File: src/rtl/dbus_arbiter.sv
// Two-master round-robin arbiter for the peripheral data bus with a slave-ack timeout watchdog.
// Define ARB_FIXED_PRIO_EN to make m0 win every tie (fixed priority) instead of round-robin.
module dbus_arbiter #(
  parameter int unsigned ADDR_W  = 32,
  parameter int unsigned DATA_W  = 32,
  parameter int unsigned TIMEOUT = 255
) (
  input  logic                clk,
  input  logic                rst,
  input  logic                m0_req,
  input  logic [ADDR_W-1:0]   m0_addr,
  input  logic [DATA_W-1:0]   m0_wdata,
  input  logic                m0_w_en,
  input  logic [DATA_W/8-1:0] m0_sel,
  output logic                m0_ack,
  output logic [DATA_W-1:0]   m0_rdata,
  output logic                m0_err,
  input  logic                m1_req,
  input  logic [ADDR_W-1:0]   m1_addr,
  input  logic [DATA_W-1:0]   m1_wdata,
  input  logic                m1_w_en,
  input  logic [DATA_W/8-1:0] m1_sel,
  output logic                m1_ack,
  output logic [DATA_W-1:0]   m1_rdata,
  output logic                m1_err,
  output logic                s_req,
  output logic [ADDR_W-1:0]   s_addr,
  output logic [DATA_W-1:0]   s_wdata,
  output logic                s_w_en,
  output logic [DATA_W/8-1:0] s_sel,
  input  logic                s_ack,
  input  logic [DATA_W-1:0]   s_rdata,
  output logic [1:0]          grant_o
);

  localparam int unsigned CNT_W = (TIMEOUT > 0) ? $clog2(TIMEOUT + 1) : 1;
  localparam logic [CNT_W-1:0] C_SAT  = CNT_W'((TIMEOUT > 0) ? TIMEOUT : 1);
  localparam logic [CNT_W-1:0] C_LAST = CNT_W'((TIMEOUT > 0) ? TIMEOUT - 1 : 0);

  typedef enum logic [1:0] {IDLE, BUSY0, BUSY1} state_t;

  state_t              r_state;
  logic [CNT_W-1:0]    r_cnt;
  logic                r_s_req;
  logic [ADDR_W-1:0]   r_s_addr;
  logic [DATA_W-1:0]   r_s_wdata;
  logic                r_s_w_en;
  logic [DATA_W/8-1:0] r_s_sel;
  logic                r_m0_ack, r_m1_ack;
  logic                r_m0_err, r_m1_err;
  logic [DATA_W-1:0]   r_m0_rdata, r_m1_rdata;
  logic [1:0]          r_grant;

  logic w_elig0, w_elig1, w_pick1, w_expired;

  // A master whose ack is on the bus this cycle is still holding its old req.
  assign w_elig0 = m0_req & ~r_m0_ack;
  assign w_elig1 = m1_req & ~r_m1_ack;

`ifdef ARB_FIXED_PRIO_EN
  assign w_pick1 = w_elig1 & ~w_elig0;
`else
  logic r_last;  // 1: m1 was granted last
  assign w_pick1 = w_elig1 & (~w_elig0 | ~r_last);

  always_ff @(posedge clk) begin
    if (rst)
      r_last <= 1'b1;
    else if (r_state == IDLE && (w_elig0 | w_elig1))
      r_last <= w_pick1;
  end
`endif

  // Counter holds the number of completed BUSY cycles, so TIMEOUT-1 marks the last one.
  assign w_expired = (TIMEOUT != 0) && (r_cnt == C_LAST);

  always_ff @(posedge clk) begin
    if (rst) begin
      r_state    <= IDLE;
      r_cnt      <= '0;
      r_s_req    <= 1'b0;
      r_s_addr   <= '0;
      r_s_wdata  <= '0;
      r_s_w_en   <= 1'b0;
      r_s_sel    <= '0;
      r_m0_ack   <= 1'b0;
      r_m1_ack   <= 1'b0;
      r_m0_err   <= 1'b0;
      r_m1_err   <= 1'b0;
      r_m0_rdata <= '0;
      r_m1_rdata <= '0;
      r_grant    <= '0;
    end else begin
      r_m0_ack <= 1'b0;
      r_m1_ack <= 1'b0;
      r_m0_err <= 1'b0;
      r_m1_err <= 1'b0;
      case (r_state)
        IDLE: begin
          if (w_elig0 | w_elig1) begin
            r_s_req <= 1'b1;
            r_cnt   <= '0;
            if (w_pick1) begin
              r_s_addr  <= m1_addr;
              r_s_wdata <= m1_wdata;
              r_s_w_en  <= m1_w_en;
              r_s_sel   <= m1_sel;
              r_grant   <= 2'b10;
              r_state   <= BUSY1;
            end else begin
              r_s_addr  <= m0_addr;
              r_s_wdata <= m0_wdata;
              r_s_w_en  <= m0_w_en;
              r_s_sel   <= m0_sel;
              r_grant   <= 2'b01;
              r_state   <= BUSY0;
            end
          end
        end
        BUSY0, BUSY1: begin
          if (s_ack || w_expired) begin
            r_s_req <= 1'b0;
            r_grant <= '0;
            r_state <= IDLE;
            if (r_state == BUSY1) begin
              r_m1_ack   <= 1'b1;
              r_m1_err   <= ~s_ack;
              r_m1_rdata <= (s_ack && !r_s_w_en) ? s_rdata : '0;
            end else begin
              r_m0_ack   <= 1'b1;
              r_m0_err   <= ~s_ack;
              r_m0_rdata <= (s_ack && !r_s_w_en) ? s_rdata : '0;
            end
          end else if (r_cnt != C_SAT) begin
            r_cnt <= r_cnt + CNT_W'(1);
          end
        end
        default: r_state <= IDLE;
      endcase
    end
  end

  assign s_req    = r_s_req;
  assign s_addr   = r_s_addr;
  assign s_wdata  = r_s_wdata;
  assign s_w_en   = r_s_w_en;
  assign s_sel    = r_s_sel;
  assign m0_ack   = r_m0_ack;
  assign m1_ack   = r_m1_ack;
  assign m0_err   = r_m0_err;
  assign m1_err   = r_m1_err;
  assign m0_rdata = r_m0_rdata;
  assign m1_rdata = r_m1_rdata;
  assign grant_o  = r_grant;

endmodule

File: config.mk
export PLATFORM = sky130hd
export DESIGN_NAME = dbus_arbiter
export DESIGN_NICKNAME = d
export VERILOG_FILES = /design/src/rtl/dbus_arbiter.sv
export SDC_FILE = /design/constraint.sdc
export NUM_CORES = 1
export LEC_CHECK = 0
export BUFFER_PORTS_ARGS = -buffer_cell sky130_fd_sc_hd__buf_2
export CAP_MARGIN = 10
export CELL_PAD_IN_SITES_DETAIL_PLACEMENT = 0
export CELL_PAD_IN_SITES_GLOBAL_PLACEMENT = 1
export CORE_ASPECT_RATIO = 1.25
export CORE_MARGIN = 5
export CORE_UTILIZATION = 35
export DETAILED_ROUTE_END_ITERATION = 8
export PLACE_DENSITY = 0.87
export SLEW_MARGIN = 30
export SYNTH_ARGS = -nofsm -noshare
export SYNTH_HDL_FRONTEND = slang
export SYNTH_SLANG_ARGS = --single-unit
File: constraint.sdc
create_clock -name clk -period 4.51 [get_ports clk]
set_input_delay 0.902 -clock clk [delete_from_list [all_inputs] [get_ports clk]]
set_output_delay 0.902 -clock clk [all_outputs]
set_load 0.01 [all_outputs]
; ---- Yosys cells after proc, flatten, opt, wreduce, memory -nomap -nowiden
; Index checks and enable logic that the tools add are counted.
[totals]
reg_bits = 151
out_inout_bits = 140
inputBits = 175
[op_classes]
n_bitwise = 13
n_eq_ne = 8
n_reduce_logical = 16
mux = 19
n_addsub = 1
[ops]
columns = op, n
row1 = two-way mux 32 bit, 3
row2 = two-way mux 8 bit, 3
row3 = case mux 8 bit (2 select lines), 1
row4 = AND reduction 3 bit, 3
row5 = "adder 8 x 1 -> 8 bit, second input constant", 1
row6 = "== test 8 bit, second input constant", 1
row7 = "inequality test 8 bit, second input constant", 1
row8 = NOT 1 bit, 8
row9 = case mux 2 bit (2 select lines), 2
row10 = OR reduction 4 bit, 2
row11 = two-way mux 2 bit, 3
row12 = "inequality test 2 bit, second input constant", 3
row13 = two-way mux 1 bit, 5
row14 = two-way mux 4 bit, 1
row15 = AND reduction 2 bit, 2
row16 = AND reduction 4 bit, 1
row17 = AND 1 bit, 3
row18 = OR reduction 3 bit, 1
row19 = "== test 2 x 1 -> 1 bit, second input constant", 1
row20 = "== test 2 bit, second input constant", 1
row21 = logical AND 1 bit, 2
row22 = zero test 2 bit, 1
row23 = "inequality test 2 x 1 -> 1 bit, second input constant", 1
row24 = OR 1 bit, 2
row25 = other kinds (5), 5

; ---- Depth between registers and ports, before layout
[logic_depth]
ltp_word = 8
ltp_mapped = 7

; ---- Worst setup path after synthesis
; Ideal clock, no wire load.
[synth_path]
path_type = input -> register
startpoint = in m1_req
endpoint = reg r_cnt[7]
t_required_ns = 4.418
arrival_time_ns = 1.935
n_path_buf = 1
path_stages = 5
setup_time_ns = 0.092
setup_slack_ns = 2.482
path_cell_list = nand2b_4 > and3_4 > buf_6 > or4_4 > o32ai_1
[synth_between]
elab_chain_cells = 4
[synth_rtl]
columns = item, line
row1 = start: declaration, 18  ; input logic m1_req,
row2 = AND 1 bit, 58  ; assign w_elig1 = m1_req & ~r_m1_ack;
row3 = OR 1 bit, 100  ; if (w_elig0 | w_elig1) begin
row4 = inequality test 2 x 1 -> 1 bit (no line), n/a
row5 = AND reduction 4 bit (no line), n/a
row6 = end signal: assignment, 135  ; r_cnt <= r_cnt + CNT_W'(1);
row7 = end: declaration, 43  ; logic [CNT_W-1:0] r_cnt;
; Every way passes these cells.
; A chain may end at the register's enable or synchronous reset.

; ---- Worst setup path in the final report
[layout_path]
startpoint = reg r_state[1]
endpoint = reg r_cnt[7]
[layout_between]
elab_chain_cells = 4
[layout_rtl]
columns = item, line
row1 = start: declaration, 42  ; state_t r_state;
row2 = start signal: assignment, 79  ; r_state <= IDLE;
row3 = start signal: assignment, 109  ; r_state <= BUSY1;
row4 = start signal: assignment, 116  ; r_state <= BUSY0;
row5 = == test 2 bit or == test 2 x 1 -> 1 bit (tied branches), 98  ; case (r_state)
row6 = OR reduction 2 bit, 98
row7 = inequality test 2 bit (no line) or nonzero test 2 bit (tied branches), n/a
row8 = AND reduction 4 bit (no line), n/a
; Parallel ways exist; a longest one is shown, timed or not.

==> flow_summary_export.csv <==
group,metric,value,unit
run_status,status,"completed",
timing,rsz0062_at_grt,"no",
detailed_routing,dr_total_vias,5370,
timing,min_period,2270,ps
synth,async_flop_share,0,
global_routing,grt_first_pass_wirelength,26800,um
timing,max_slew.worst_pin.slew,829,ps
clock_network,clk_latency,420,ps
power_and_ir_drop,leakage,4.17,nW
placement,gp_congestion,0.777,
critical_path,arrival,2590,ps
synth,synth_seq_cells,151,
detailed_routing,avgViaCountPerCell,4.89,
floorplan,die_w,127,um
floorplan,initial_core_util,0.355,
detailed_routing,post_drt_wl_per_cell,15.7,um
clock_network,clockRootBuffer,"clkbuf_16",
timing,finClkSkew,18.2,ps
critical_path,crit_start,"r_state[1]",
worst_hold_path,hp-start,"r_last",
critical_path,path_delay_family,"simple AND/OR/NAND/NOR gates",
clock_network,cts_hold_buffers,0,
critical_path,cpPeakStageDelay,580,ps
synth,synth_edf_count,0,
synth,synthCells,570,
critical_path,critPathBufInv,1,
floorplan,num_rows,53,
placement,placedCellCount,1065,
timing,timing.final.crit_share,0.504,
timing,max_freq,440,MHz
placement,io_buffers,314,
timing,finalMaxSlewViolations,0,
power_and_ir_drop,power,0.00379,W
detailed_routing,drc,0,
clock_network,cts_buffers,17,
critical_path,reg2reg_from,"r_state[1]",
clock_network,htreeDepth,4,
synth,yosysSeqAreaShare,0.505,
clock_network,post_cts_buffers,0,
timing,finalSetupTns,0,ps
timing,setup_slack,2240,ps
global_routing,grtUsageTotal,0.167,
cells_and_area,final_core_util,0.496,
global_routing,overflow,0,
detailed_routing,wirelength,17300,um
detailed_routing,drtPass1Iterations,4,
synth,post_synth.cell_area_avg,10.5,um^2
cells_and_area,area_delta_synth_final,39.5,%
global_routing,grt_pass1_vias,5293,
clock_network,clockBufferDepth,2,
cells_and_area,final_cell_mix,"buf_2, dfxtp_1, nor2_1",
synth,syn-cell-area,5980,um^2
synth,syn_nets,750,
cells_and_area,final_common_cell,"buf_2",
timing,max_slew_margin,0.447,
synth,synth-main-ff-cell,"dfxtp_1",
placement,dp_hpwl,13200,um
synth,yosysWarnings,0,
power_and_ir_drop,vdd_drop_max,207,uV
detailed_routing,drt_iter0_drc,291,
floorplan,fp.dieH,156,um
timing,hold_viol_final,0,
floorplan,io_pins,315,
critical_path,crit_chain,"inv_1, ha_1, and2b_2, o31ai_4, or4_4, o32ai_1",
critical_path,critPathMaxFanout,14,
clock_network,clk_pin_slew,60,ps
floorplan,coreArea,16800,um^2
timing,setup_viol,0,
placement,preCtsSetupSlack,1830,ps
power_and_ir_drop,power.density,454,nW/um^2
global_routing,grt_start_max_net_pins,75,
detailed_routing,ant_nets,0,
flow_run,maxCapViolCount,0,
clock_network,cts_resized,0,
cells_and_area,final_cells,1099,
cells_and_area,drive_above_1_share,0.431,
worst_hold_path,hp-class,"reg -> reg",
critical_path,start_kind,"register",
cells_and_area,nets,1045,
clock_network,cts_tree,"yes",
global_routing,antenna_found_initial,1,
critical_path,crit_path_top_delay_cell,"ha_1",
critical_path,critPathKind,"reg -> reg",
critical_path,cp-end-kind,"register",
floorplan,die_area,19800,um^2
clock_network,clkSinkCount,151,
critical_path,cp_data_required_time,4830,ps
synth,synth_cell_types,47,
flip-flops by register name (all words and copies together) (netlist names):
name / count
s_wdata: 32
s_req: 1
m1_ack: 1
grant_o: 2
s_w_en: 1
m1_err: 1
m0_err: 1
r_state: 2
r_last: 1
m1_rdata: 32
r_cnt: 8
s_addr: 32
s_sel: 4
m0_ack: 1
m0_rdata: 32
final cells by class:
| type | count | area, um^2 |
|---|---|---|
| fill | 1629 | 8500 |
| sequential | 151 | 3020 |
| multi-input combinational | 361 | 2700 |
| clock inverter | 14 | 181 |
| inverter | 8 | 30.0 |
| clock buffer | 18 | 439 |
| timing repair buffer | 326 | 1690 |
| tap | 220 | 275 |
| antenna | 1 | 2.50 |
path summary, 6_finish.rpt:
path	endpoint	slack [ps]	cells past startpoint
hold reg to reg	r_last	470	2
setup reg to reg	r_cnt[7]	2240	6
hold / removal	r_last	470	2
setup / recovery	r_cnt[7]	2240	6
worst register-to-register path, cell delays in order (launching register included):
cell,delay [ps]
dfxtp_1,370
inv_1,60
ha_1,580
and2b_2,280
o31ai_4,150
or4_4,510
o32ai_1,240
through the flow:
| step | hold slack [ps] | area, um^2 |
|---|---|---|
| 2_1_floorplan | 438 | 5980 |
| 3_3_place_gp | 449 | 7710 |
| 3_5_place_dp | 458 | 7710 |
| 4_1_cts | 472 | 8330 |
| 5_1_grt | 488 | 8350 |
| 6_report | 467 | 8350 |
cells in the mapped netlist (7+ instances only):
| cell | count | share of area |
|---|---|---|
| nand3_1 | 8 | 0.0067 |
| nand2_1 | 7 | 0.0044 |
| clkbuf_1 | 27 | 0.017 |
| nor2_1 | 76 | 0.048 |
| inv_1 | 8 | 0.0050 |
| a22o_1 | 64 | 0.094 |
| dfxtp_1 | 151 | 0.51 |
| buf_4 | 7 | 0.0088 |
| buf_2 | 10 | 0.0084 |
| a211oi_1 | 69 | 0.087 |
| mux2i_1 | 69 | 0.12 |
layer usage:
layer / global-route usage / vias up / wire [um]
li1: - / 2717 / -
met1: 0.188 / 2440 / 6740
met2: 0.300 / 196 / 9030
met3: 0.0517 / 17 / 1180
met4: 0.0567 / 0 / 300
met5: 0 / - / 0
cell families (layout without fill, tap and decap cells):
group / count (synthesis) / after routing / synth area share
compound gates: 167 / 167 / 0.223
flops: 151 / 151 / 0.505
other cells: 0 / 1 / 0
simple gates: 120 / 120 / 0.0964
mux: 69 / 69 / 0.115
fa+ha+maj: 5 / 5 / 0.0105
buf+inv: 58 / 366 / 0.0500
power by group:
part | switching [W] | internal [W] | leakage, nW
combinational | 0.000438 | 0.000342 | 2.64
clock | 0.000608 | 0.000858 | 0.296
sequential | 0.0000684 | 0.00147 | 1.24
Note: power is estimated with default switching activity, not from simulation.
